<file path="config.mk">
export PLATFORM = sky130hd
export DESIGN_NAME = data_mem_arbiter
export DESIGN_NICKNAME = d
export VERILOG_FILES = /design/src/rtl/data_mem_arbiter.sv
export SDC_FILE = /design/constraint.sdc
export NUM_CORES = 1
export LEC_CHECK = 0
export ABC_CLOCK_PERIOD_IN_PS = 2100
export BUFFER_PORTS_ARGS = -buffer_cell sky130_fd_sc_hd__buf_2
export CORE_ASPECT_RATIO = 0.9
export CORE_UTILIZATION = 47
export CTS_CLUSTER_DIAMETER = 50
export DETAILED_ROUTE_END_ITERATION = 10
export PLACE_DENSITY = 0.83
export SYNTH_ARGS = -nofsm -noshare
export SYNTH_HDL_FRONTEND = slang
export SYNTH_SLANG_ARGS = --single-unit
</file>
<file path="constraint.sdc">
create_clock -name clk -period 2.1 [get_ports clk]
set_input_delay 0.42 -clock clk [delete_from_list [all_inputs] [get_ports clk]]
set_output_delay 0.42 -clock clk [all_outputs]
set_load 0.01 [all_outputs]
</file>
<file path="src/rtl/data_mem_arbiter.sv">
// data_mem_arbiter: shares the single-ported data memory between requester ports A and B
module data_mem_arbiter #(
  parameter int ADDR_W  = 32,
  parameter bit PRIO_A  = 1'b0,
  parameter int TIMEOUT = 15
) (
  input  logic              clk,
  input  logic              rst_n,
  input  logic              a_req,
  input  logic              a_we,
  input  logic [ADDR_W-1:0] a_addr,
  input  logic [31:0]       a_wdata,
  input  logic [3:0]        a_mask,
  output logic [31:0]       a_rdata,
  output logic              a_done,
  input  logic              b_req,
  input  logic              b_we,
  input  logic [ADDR_W-1:0] b_addr,
  input  logic [31:0]       b_wdata,
  input  logic [3:0]        b_mask,
  output logic [31:0]       b_rdata,
  output logic              b_done,
  output logic [ADDR_W-1:0] mem_addr,
  output logic [31:0]       mem_wdata,
  output logic              mem_write,
  output logic              mem_read,
  output logic [3:0]        mem_mask,
  input  logic              mem_stall,
  input  logic [31:0]       mem_rdata,
  output logic              err
);
  typedef enum logic [2:0] {IDLE, ISSUE, WAIT_HI, WAIT_LO, DONE} state_t;
  state_t     state;
  logic       owner;
  logic       we;
  logic       last_grant;
  logic [3:0] cnt;
  logic       pick_b;
  logic       sel_we;
  logic       tmo;
  // owner/last_grant encoding: 0 = port A, 1 = port B; pick_b only matters when some req is high
  assign pick_b = PRIO_A ? !a_req : (a_req && b_req) ? !last_grant : !a_req;
  assign sel_we = pick_b ? b_we : a_we;
  // the abort fires on the edge that ends the TIMEOUT-th waiting cycle
  assign tmo    = (TIMEOUT != 0) && (cnt == 4'(TIMEOUT - 1));
  // transaction sequencer: grant, one-cycle strobe, stall handshake, done pulse, timeout abort
  always_ff @(posedge clk or negedge rst_n) begin
    if (!rst_n) begin
      state      <= IDLE;
      owner      <= 1'b0;
      we         <= 1'b0;
      last_grant <= 1'b1;
      cnt        <= '0;
      mem_addr   <= '0;
      mem_wdata  <= '0;
      mem_mask   <= '0;
      mem_read   <= 1'b0;
      mem_write  <= 1'b0;
      a_rdata    <= '0;
      b_rdata    <= '0;
      a_done     <= 1'b0;
      b_done     <= 1'b0;
      err        <= 1'b0;
    end else begin
      case (state)
        IDLE: if (a_req || b_req) begin
          owner      <= pick_b;
          last_grant <= pick_b;
          we         <= sel_we;
          mem_addr   <= pick_b ? b_addr : a_addr;
          mem_wdata  <= pick_b ? b_wdata : a_wdata;
          mem_mask   <= pick_b ? b_mask : a_mask;
          mem_read   <= !sel_we;
          mem_write  <= sel_we;
          state      <= ISSUE;
        end
        ISSUE: begin
          mem_read  <= 1'b0;
          mem_write <= 1'b0;
          cnt       <= '0;
          state     <= WAIT_HI;
        end
        WAIT_HI, WAIT_LO: begin
          cnt <= cnt + 4'd1;
          if (tmo) begin
            err <= 1'b1;
            if (owner) begin
              b_rdata <= 32'hDEAD_BEEF;
              b_done  <= 1'b1;
            end else begin
              a_rdata <= 32'hDEAD_BEEF;
              a_done  <= 1'b1;
            end
            state <= DONE;
          end else if (state == WAIT_HI && mem_stall) begin
            state <= WAIT_LO;
          end else if (state == WAIT_LO && !mem_stall) begin
            if (!we && owner) b_rdata <= mem_rdata;
            if (!we && !owner) a_rdata <= mem_rdata;
            b_done <= owner;
            a_done <= !owner;
            state  <= DONE;
          end
        end
        DONE: begin
          a_done <= 1'b0;
          b_done <= 1'b0;
          state  <= IDLE;
        end
        default: state <= IDLE;
      endcase
    end
  end
endmodule

</file>
; Word-level counts from Yosys, hierarchy flattened
; Cells that the tools add are included.
[op_classes]
eq_ne = 14
addsub = 1
mux = 35
reduce_logical = 28
[op_table]
columns = cell, count
row1 = 32-bit two-way mux, 12
row2 = 1-bit two-way mux, 12
row3 = 3-bit two-way mux, 4
row4 = 3-bit != test (second input constant), 4
row5 = 2-bit nonzero test, 6
row6 = 5-bit AND reduction, 2
row7 = 3-bit one-hot mux with 3 select lines, 1
row8 = 2-bit != test (second input constant), 4
row9 = 1-bit one-hot mux with 2 select lines, 4
row10 = 4-bit one-hot mux with 2 select lines, 1
row11 = 2-bit AND reduction, 4
row12 = 4-bit AND reduction, 2
row13 = 3-bit by 2-bit == test with 1-bit output (second input constant), 2
row14 = 1-bit logical NOT, 6
row15 = 1-bit logical AND, 5
row16 = 4-bit by 1-bit adder with 4-bit output (second input constant), 1
row17 = 4-bit == test (second input constant), 1
row18 = 4-bit two-way mux, 1
row19 = 4-bit != test (second input constant), 1
row20 = 3-bit by 1-bit == test with 1-bit output (second input constant), 1
row21 = 3-bit == test (second input constant), 1
row22 = 3-bit logical NOT, 1
row23 = 2-bit OR reduction, 1
row24 = 1-bit logical OR, 1
[totals]
output_inout_bits = 137
register_bits = 147
input_bits = 175

; Logic depth before layout (Yosys ltp)
; Gate-level depths: netlist (run 1).
[logic_depth]
depth_word = 6
ltp_mapped = 7
depth_no_buf = 5

; Least setup slack after synthesis (run 1)
; OpenSTA, ideal clock, no wires.
[synth_path]
kind = reg-to-reg
from = reg cnt[0]
to = reg a_rdata[30]
path_buffers = 2
t_arrival_ps = 1755
stages_incl_launch_ff = 8
synth_period_minus_slack_ps = 1880
setup_slack_ps = 220
t_required_ps = 1975
setup_ps = 125
path_cell_list = dfrtp_1 inv_1 ha_1 nand3_1 clkbuf_1 clkbuf_1 nand2b_1 mux2_2
[synth_between]
elab_chain_cells = 3
word_cells_on_any_way = 7
[synth_rtl]
columns = item, line
row1 = "start, declared", 37  ; logic [3:0] cnt;
row2 = "start signal, assigned", 84  ; cnt <= cnt + 4'd1;
row3 = 4-bit == test *, 45  ; assign tmo = (TIMEOUT != 0) && (cnt == 4'(TIMEOUT - 1));
row4 = 2-bit != test (no source line) or 2-bit nonzero test (tied branches), -
row5 = 5-bit AND reduction (no source line), -
row6 = "end signal, assigned", 99  ; if (!we && !owner) a_rdata <= mem_rdata;
row7 = "end, declared", 14  ; output logic [31:0] a_rdata,
; Every way passes the cells marked *; elsewhere a longest branch is shown, timed or not.
; A chain may end at the register's enable or synchronous reset.

; Worst setup path in the final report (run 1)
[layout_path]
from = reg cnt[0]
to = reg a_rdata[20]
; Same word-level chain as after synthesis.

==> summary.md, run 1 <==
| Metric | Value |
|---|---|
| Max-cap viol count | 0 |
| R2R Path Start | cnt[0] |
| Root Driver | clkbuf_16 |
| Hold Path Origin | a_req |
| Worst Hold Class | in2reg |
| R2R Setup Slk | about 0.19 ns |
| Initial Util | 48.3% |
| Die Span Y | 116 um |
| Syn_nets | roughly 820 |
| Core box area | between 10000 and 15000 um2 |
| Skew final | 0.00906 ns |
| Leak pwr | 4.17 nW |
| Slowest CP cell | dfrtp_1 |
| DR vias | around 6400 |
| Post-route DRC | 0 |
| Routed wire length | around 20 mm |
| Largest family of logic cells by synthesized area | compound AO/OA/AOI/OAI gates |
| First-pass GRT wire length | roughly 31 mm |
| Worst-Margin Slew | approximately 0.55 ns |
| Post-Syn Instances | between 600 and 700 |
| Nets | 1111 |
| Mux cell area share after synthesis | between 10% and 20% |
| Post-CTS Resized | 0 |
| Placer Congestion | around 0.84 |
| Layout cell share with drive strength beyond 1 | 46.4% |
| Status | complete, no violations |
| CTS sink count | between 100 and 150 |
| Ys Warns | 0 |
| Starting DRT DRC Count | 380 |
| Hold endpoint | last_grant |
| Vias in the first global route | about 6000 |
| Core Rows | 41 |
| Critical path type | reg2reg |
| Pins Over Slew Limit | 0 |
| Flops & latches, synth | approximately 150 |
| Clock period minus worst slack | 1.91 ns |
| First-pass DRT Iterations | 5 |
| Die Width | roughly 130 um |
| Die area | ~15000 um2 |
| PortBufs | between 300 and 400 |
| Critical Path Source Type | flip-flop |
| I/O pin cnt | ~310 |
| Vias per std cell | 5.60 |
| Routed len/inst | about 18 um |
| Total power | ~0.013 W |
| Final hold vios | 0 |
| Slew headroom | 63.1% |
| Hold Path Cell Cnt | 2 |
| Maximum root-to-sink buffer count | 2 |
| CP endpoint kind | flip-flop |
| Xor/xnor share of the synthesized area | 0% |
| CP Data Arrival Time | approximately 2.2 ns |
| Fill count | about 1100 |
| Area grow syn2layout | 36.3% |
| Tcrit/Tclk final | 90.9% |
| Unrepaired setup endpoints after global routing | false |
| Levels on crit path | 6 |
| Crit path max-delay family | flip-flops |
| CTS tree | done |
| Post-synthesis compound-gate area fraction | 19.4% |
| Avg Cell Area, Syn | roughly 11 um2 |
| Dpl hpwl | 14.1 mm |
| Adder-cell share of the synthesized area | less than 1% |
| Global route overflow | 0 |
| R2R Path End | a_rdata[20] |
| Total CTS buffers | 17 |
| Largest net degree at the start of global routing | 73 |
| GRT Util Overall | between 20% and 30% |
| Final Setup Violations | 0 |
| Cell area after synthesis | roughly 6800 um2 |
| Worst Reg-to-Reg Cells | 6 |
| Clk pin slew, worst setup/hold paths | ~0.05 ns |
| Slowest stage delay, CP | roughly 0.41 ns |
| Post-synthesis cell type count | 36 |
| Post-synthesis sequential area ratio | between 50% and 60% |
| Post-route antenna net violation count | 0 |
| Worst skew pair latency | between 0.4 and 0.5 ns |
| Worst-path cell chain | inv_1, ha_1, nand3_1, a211oi_4, buf_12, mux2_2 |
| P per Cell Area | roughly 1400 nW/um2 |
| Worst Path Max Fanout | 32 |
| H-tree levels | 4 |
| Fmax | ~520 MHz |
| Buf/Inv on CP | 2 |
| Worst ir drop on vdd | 754 uV |
| Initial antenna violation count | 1 |
| Area share of and/or/nand/nor cells after synthesis | 10.3% |
| Final TNS setup | 0 ns |
| Worst path required time | 2.39 ns |
==> cell type report <==
class | instances | area (um2) | area share, %
inverter | 3 | 11.3 | 0.122
antenna | 2 | 5.00 | 0.0541
multi-input combinational | 427 | 2800 | 30.3
timing repair buffer | 338 | 1920 | 20.7
tap | 193 | 241 | 2.61
sequential | 147 | 3680 | 39.8
clock buffer | 20 | 457 | 4.94
clock inverter | 9 | 131 | 1.42
==> what timing repair did <==
| action | in CTS | in global routing |
|---|---|---|
| endpoints found under the setup margin | 0 | 0 |
| setup buffers | 0 | 0 |
| hold buffers | 1 | 0 |
| hold endpoints to repair | 42 | 0 |
==> synthesized netlist by cell type (all sizes together) <==
cell	count	area share [%]
or2	1	0.092
and3	1	0.092
nor2b	2	0.18
a31oi	70	6.5
a2bb2oi	1	0.13
o31ai	1	0.11
or3b	2	0.30
mux2	66	11
and2	10	0.92
o211ai	2	0.22
nand2	3	0.17
nor3	1	0.15
o21bai	1	0.11
a22o	2	0.26
dfrtp	146	54
o21ai	73	5.4
nand2b	29	2.7
a21o	2	0.22
inv	3	0.17
a21oi	73	5.4
ha	2	0.37
nand4	1	0.092
dfstp	1	0.39
a211o	2	0.26
nand3	73	5.4
o32ai	1	0.13
clkbuf	53	2.9
a32oi	1	0.13
a211oi	2	0.59
nor2	5	0.28
buf	14	1.6
==> where the power goes <==
group          total (W)  leakage, nW  switching [W]  internal, W
clock            0.00301        0.280        0.00111      0.00191
combinational    0.00527         2.24        0.00293      0.00234
sequential       0.00489         1.64       0.000732      0.00416
==> how the worst max path moves through the flow <==
stage,from,endpoint,slack [ns]
2_1_floorplan,cnt[0],a_rdata[30],0.22
3_3_place_gp,mem_stall,a_rdata[23],0.13
3_5_place_dp,mem_stall,b_rdata[25],0.10
4_1_cts,cnt[0],b_rdata[25],0.19
6_report,cnt[0],a_rdata[20],0.19
5_1_grt,cnt[0],b_rdata[13],0.1
==> through the flow <==
step	setup slack, ns	area, um2	util [%]	instances	hold slack, ns
4_1_cts	0.185	9240	65.7	1137	0.247
6_report	0.192	9250	65.8	1139	0.263
2_1_floorplan	0.220	6780	-	644	0.124
5_1_grt	0.0976	9240	65.7	1137	0.266
3_5_place_dp	0.104	8640	61.5	1107	0.399
3_3_place_gp	0.134	8640	61.5	1107	0.403
==> metal layers <==
metal | GRT usage (%) | share of wire [%] | vias up
li1 | - | - | 2945
met1 | 31.2 | 37 | 3025
met2 | 46.5 | 50 | 352
met3 | 8.03 | 9.3 | 49
met4 | 12.2 | 2.9 | 2
met5 | 0 | 0.055 | -
==> registers in the layout (all words and copies together) (netlist names) <==
| signal | flops |
|---|---|
| mem_mask | 4 |
| a_done | 1 |
| mem_write | 1 |
| mem_wdata | 32 |
| owner | 1 |
| cnt | 4 |
| b_rdata | 32 |
| a_rdata | 32 |
| mem_addr | 32 |
| last_grant | 1 |
| state | 3 |
| we | 1 |
| err | 1 |
| b_done | 1 |
| mem_read | 1 |
==> placed cells by master (no fill, tap or decap), drive strengths merged, types with 2 or more instances in the layout <==
cell type,synthesis,routed
buf,14,337
nand3,73,73
clkinvlp,0,3
bufinv,0,3
a22o,2,2
mux2,66,66
o211ai,2,2
dfrtp,146,146
ha,2,2
clkbuf,53,20
a21o,2,2
o21ai,73,73
diode,0,2
a211o,2,2
or3b,2,2
a21oi,73,73
nor2,5,5
nand2,3,3
nand2b,29,29
nor2b,2,2
a211oi,2,2
clkinv,0,2
and2,10,10
inv,3,4
a31oi,70,70
==> kinds of logic after synthesis <==
kind of cell / after synthesis
AOI/OAI and AO/OA: 231
adders and majority gates: 2
buffers and inverters: 70
DFF: 147
muxes: 66
and+or+nand+nor: 128
No activity file was read; power rests on OpenSTA's default activity.
==> run 2: changes to the inputs <==
- ABC_CLOCK_PERIOD_IN_PS: 2100 -> 1950
- SKIP_LAST_GASP: unset -> 1
- clock period: 2.1 -> 1.95 ns (I/O delays scaled with it)
==> summary.md, run 2 (same netlist as run 1, synthesis figures left out) <==
| Metric | Value |
|---|---|
| Tcrit/Tclk final | 94.6% |
| Max-cap viol count | 0 |
| Final hold vios | 0 |
| Initial Util | 48.3% |
| Skew final | between 0.006 and 0.007 ns |
| Critical path type | reg2reg |
| Fill count | between 1000 and 1500 |
| Dpl ws | -0.0291 ns |
| CTS sink count | approximately 150 |
| Slowest stage delay, CP | between 0.4 and 0.5 ns |
| Pins Over Slew Limit | 0 |
| Leak pwr | 4.17 nW |
| Most common cell after layout, fill and taps aside | buf_2 |
| Fmax | 542 MHz |
| Ant. Diodes | 0 |
| I/O pin cnt | approximately 310 |
| P per Cell Area | about 1600 nW/um2 |
| Layout cell share with drive strength beyond 1 | a little under half |
| CP Data Arrival Time | between 2 and 2.5 ns |
| Most frequent cells in the layout | buf_2 (310), dfrtp_1 (146), o21ai_0 (73), a21oi_1 (73), nand3_1 (72) |
| Placer Congestion | approximately 0.84 |
| Worst Path Max Fanout | 32 |
| Buf/Inv on CP | 1 |
| Worst-path cell chain | or3b_4, a211oi_4, buf_12, mux2_2 |
| Routed len/inst | around 18 um |
| H-tree levels | 4 |
| Dpl cells | around 1100 |
| Core box area | around 14000 um2 |
| Crit path max-delay family | simple AND/OR/NAND/NOR gates |
| Area grow syn2layout | 36.2% |
| Critical Path Source Type | flip-flop |
| Largest net degree at the start of global routing | 71 |
| Slowest CP cell | or3b_4 |
| Final setup margin | 0.105 ns |
| Die Span Y | 116 um |
| Vias in the first global route | ~6000 |
| Post-Layout Cell Count | roughly 1100 |
| Final Setup Violations | 0 |
| Maximum root-to-sink buffer count | 2 |
| Root Driver | clkbuf_16 |
| Worst-Margin Slew | roughly 0.73 ns |
| Die Width | ~130 um |
| Vias per std cell | approximately 5.6 |
| Worst ir drop on vdd | ~1000 uV |
| Post-route antenna net violation count | 0 |
| Global route overflow | 0 |
| Post-route DRC | 0 |
| Initial antenna violation count | 1 |
| Routed wire length | between 20 and 25 mm |
| Nets | around 1100 |
| Total CTS buffers | 17 |
| Starting DRT DRC Count | approximately 490 |
| R2R Setup Slk | 0.11 ns |
| Clock period minus worst slack | 1.84 ns |
| DR vias | around 6400 |
| Hold slack | roughly 0.20 ns |
| PortBufs | 311 |
| First-pass GRT wire length | 31.4 mm |
| CP endpoint kind | flip-flop |
| Worst Hold Class | in2reg |
| GRT Util Overall | a little over a quarter |
| Core Rows | 41 |
| Clk pin slew, worst setup/hold paths | around 0.06 ns |
| Unrepaired setup endpoints after global routing | false |
| First-pass DRT Iterations | 7 |
| Finished Core Util | between 60% and 70% |
| Worst skew pair latency | 0.41 ns |
| Dpl hpwl | 14.0 mm |
| CTS tree | done |
| Status | complete, no violations |
| Die area | around 15000 um2 |
| Worst path required time | approximately 2.2 ns |
| Slew headroom | roughly 50% |
| Setup bufs post-CTS | 0 |
[run 2: changes by cell type in the layout (fill, tap and decap cells not counted), sizes merged]
cell / previous run / this run
buf: 337 / 338
clkinv: 2 / 5
clkinvlp: 3 / 2
diode: 2 / 0
inv: 4 / 5
[run 2: final timing paths]
path | from | cells after the start | to
setup / recovery | we | 4 | b_rdata[16]
hold / removal | a_req | 2 | last_grant
setup reg to reg | we | 4 | b_rdata[16]
hold reg to reg | err | 1 | err
max in group asynchronous | rst_n | 3 | last_grant
min in group asynchronous | rst_n | 2 | mem_wdata[2]
[run 2: layout make-up]
| type | instances | area [um2] | share of cell area (%) |
|---|---|---|---|
| Clock buffer | 20 | 447 | 4.83 |
| Clock inverter | 12 | 155 | 1.68 |
| Inverter | 3 | 11.3 | 0.122 |
| Multi-Input combinational cell | 427 | 2810 | 30.4 |
| Sequential cell | 147 | 3680 | 39.8 |
| Tap cell | 193 | 241 | 2.61 |
| Timing Repair Buffer | 339 | 1900 | 20.6 |
[run 2: what timing repair did]
action	CTS	global route
resized for setup	0	1
hold endpoints to repair	38	0
endpoints found under the setup margin	0	64
hold buffers	1	0
[run 2: routing by layer]
layer	share of wire [%]	global-route usage (%)	vias up	wire length, um
met1	38	32.9	3121	7760
met4	3.1	11.8	2	623
met2	50	46.1	330	10200
met5	0.064	0	-	13
met3	8.8	7.71	40	1780
li1	-	-	2951	-
[run 2: metrics by stage]
stage | TNS, ns | power (W) | cell area, um2
3_5_place_dp | -0.513 | 0.0110 | 8620
6_report | 0 | 0.0143 | 9240
3_3_place_gp | 0 | 0.0108 | 8620
4_1_cts | 0 | 0.0144 | 9240
2_1_floorplan | 0 | 0.00845 | 6780
5_1_grt | 0 | 0.0152 | 9240
[run 2: worst register-to-register path: stages (launching register included)]
cell,delay [ns]
dfrtp_1,0.38
or3b_4,0.41
a211oi_4,0.30
buf_12,0.24
mux2_2,0.39
[run 2: where the power goes]
group          total [W]  internal [W]  switching (W)
clock network    0.00332       0.00205        0.00127
logic            0.00574       0.00252        0.00322
registers        0.00527       0.00448       0.000797
==> run 3: changes to the inputs <==
- CORE_ASPECT_RATIO: 0.9 -> unset
==> summary.md, run 3 (same netlist as run 1, synthesis figures left out) <==
| Metric | Value |
|---|---|
| CTS sink count | between 100 and 150 |
| Worst Path Max Fanout | 10 |
| Finished Core Util | roughly 66% |
| Clk pin slew, worst setup/hold paths | 0.07 ns |
| Critical path type | reg2reg |
| Vias in the first global route | ~6200 |
| GRT Util Overall | between 20% and 30% |
| R2R Path Start | cnt[0] |
| Net Sw Frac | a little under two fifths |
| Dpl hpwl | between 10 and 15 mm |
| Max-cap viol count | 0 |
| Global route overflow | 0 |
| Layout cell share with drive strength beyond 1 | between 40% and 50% |
| Setup bufs post-CTS | 0 |
| Worst skew pair latency | ~0.43 ns |
| PortBufs | 311 |
| Tcrit/Tclk final | between 90% and 100% |
| First-pass DRT Iterations | 5 |
| Ant. Diodes | 0 |
| Largest net degree at the start of global routing | 73 |
| Placer Congestion | 0.856 |
| Clock period minus worst slack | 1.84 ns |
| CP endpoint kind | flip-flop |
| Post-route antenna net violation count | 0 |
| Status | complete, no violations |
| Sw Pwr | 0.00537 W |
| Total CTS buffers | 17 |
| Area grow syn2layout | 35.8% |
| Slew headroom | 56.0% |
| Unrepaired setup endpoints after global routing | false |
| Multi-input gate area | 2810 um2 |
| Vias per std cell | approximately 5.6 |
| Routed len/inst | roughly 18 um |
| Critical Path Source Type | flip-flop |
| I/O pin cnt | between 300 and 400 |
| Fmax | around 540 MHz |
| Worst-Margin Slew | ~0.66 ns |
| Die area | 14900 um2 |
| Most common cell after layout, fill and taps aside | buf_2 |
| Starting DRT DRC Count | roughly 410 |
| Skew final | 0.00820 ns |
| Fill count | 1090 |
| Leak pwr | about 4.2 nW |
| Worst Setup SP | cnt[0] |
| Core box area | approximately 14000 um2 |
| Clock network fraction of total power | between 20% and 30% |
| Pins Over Slew Limit | 0 |
| Most frequent cells in the layout | buf_2 (310), dfrtp_1 (146), o21ai_0 (73), a21oi_1 (73), nand3_1 (72) |
| Root Driver | clkbuf_16 |
| Internal | between 0.008 and 0.009 W |
| Final hold vios | 0 |
| P per Cell Area | roughly 1500 nW/um2 |
| Die Width | between 100 and 150 um |
| CP Data Arrival Time | between 2 and 2.5 ns |
| Final Setup Violations | 0 |
| Initial antenna violation count | 0 |
| DR vias | about 6400 |
| Flop pwr share | between 30% and 40% |
| Hold Path Origin | b_wdata[22] |
| Post-route DRC | 0 |
| First-pass GRT wire length | ~31 mm |
| Maximum root-to-sink buffer count | 2 |
| Initial Util | between 40% and 50% |
| Worst Hold Class | in2reg |
| Worst path required time | about 2.3 ns |
| Register area | between 3000 and 4000 um2 |
| Combinational share of power | about two fifths |
| H-tree levels | 4 |
| Die Span Y | about 120 um |
| Routed wire length | just over 20 mm |
| Worst ir drop on vdd | 736 uV |
| Core Rows | 43 |
| Hold slack | ~0.23 ns |
| Nets | ~1100 |
| CTS tree | done |
-- run 3: what timing repair did --
| action | 4_1_cts | 5_1_grt |
|---|---|---|
| endpoints found under the setup margin | 0 | 64 |
| hold buffers | 1 | 0 |
| hold endpoints to repair | 45 | 0 |
| resized for setup | 0 | 1 |
-- run 3: critical path, stage by stage (launching register included) --
cell and delay [ns]:
dfrtp_1 0.38, inv_1 0.06, ha_1 0.18, nand3_2 0.18
a211oi_4 0.32, buf_4 0.25, mux2_2 0.35
-- run 3: per-layer routing --
metal / wire length [um] / global-route usage [%]
met3: 1600 / 6.65
met2: 10300 / 46.6
met4: 490 / 11.1
met5: 0 / 0
met1: 7800 / 33.5
-- run 3: worst paths after layout --
path	end	slack, ns	cells after the start
max	a_rdata[26]	0.11	6
min	mem_wdata[22]	0.23	3
max reg2reg	a_rdata[26]	0.11	6
min reg2reg	err	0.46	1
max in group asynchronous	mem_wdata[16]	0.83	3
min in group asynchronous	b_rdata[3]	0.50	2
-- run 3: cell type report --
type                       instances  area share (%)
tap                              180            2.44
timing repair buffer             340            20.6
multi-input combinational        427            30.5
inverter                           3           0.122
clock buffer                      17            4.62
clock inverter                    15            1.85
sequential                       147            39.9
-- run 3: power groups by stage --
stage          logic (W)  registers [W]  clock network, W
3_5_place_dp     0.00571        0.00532                 0
6_report         0.00569        0.00529           0.00329
4_1_cts          0.00573        0.00529           0.00334
2_1_floorplan    0.00260        0.00585                 0
5_1_grt          0.00623        0.00547           0.00347
3_3_place_gp     0.00554        0.00525                 0
-- run 3: stage by stage --
stage	area, um2	setup TNS (ns)	cells	power (W)	setup WS [ns]
floorplan	6780	0	644	0.00845	0.0698
global placement	8600	0	1096	0.0108	0.00158
detailed placement	8600	-0.994	1096	0.0110	-0.0440
CTS	9210	0	1129	0.0144	0.00339
global route	9210	0	1129	0.0152	0.0137
finish	9210	0	1129	0.0143	0.107
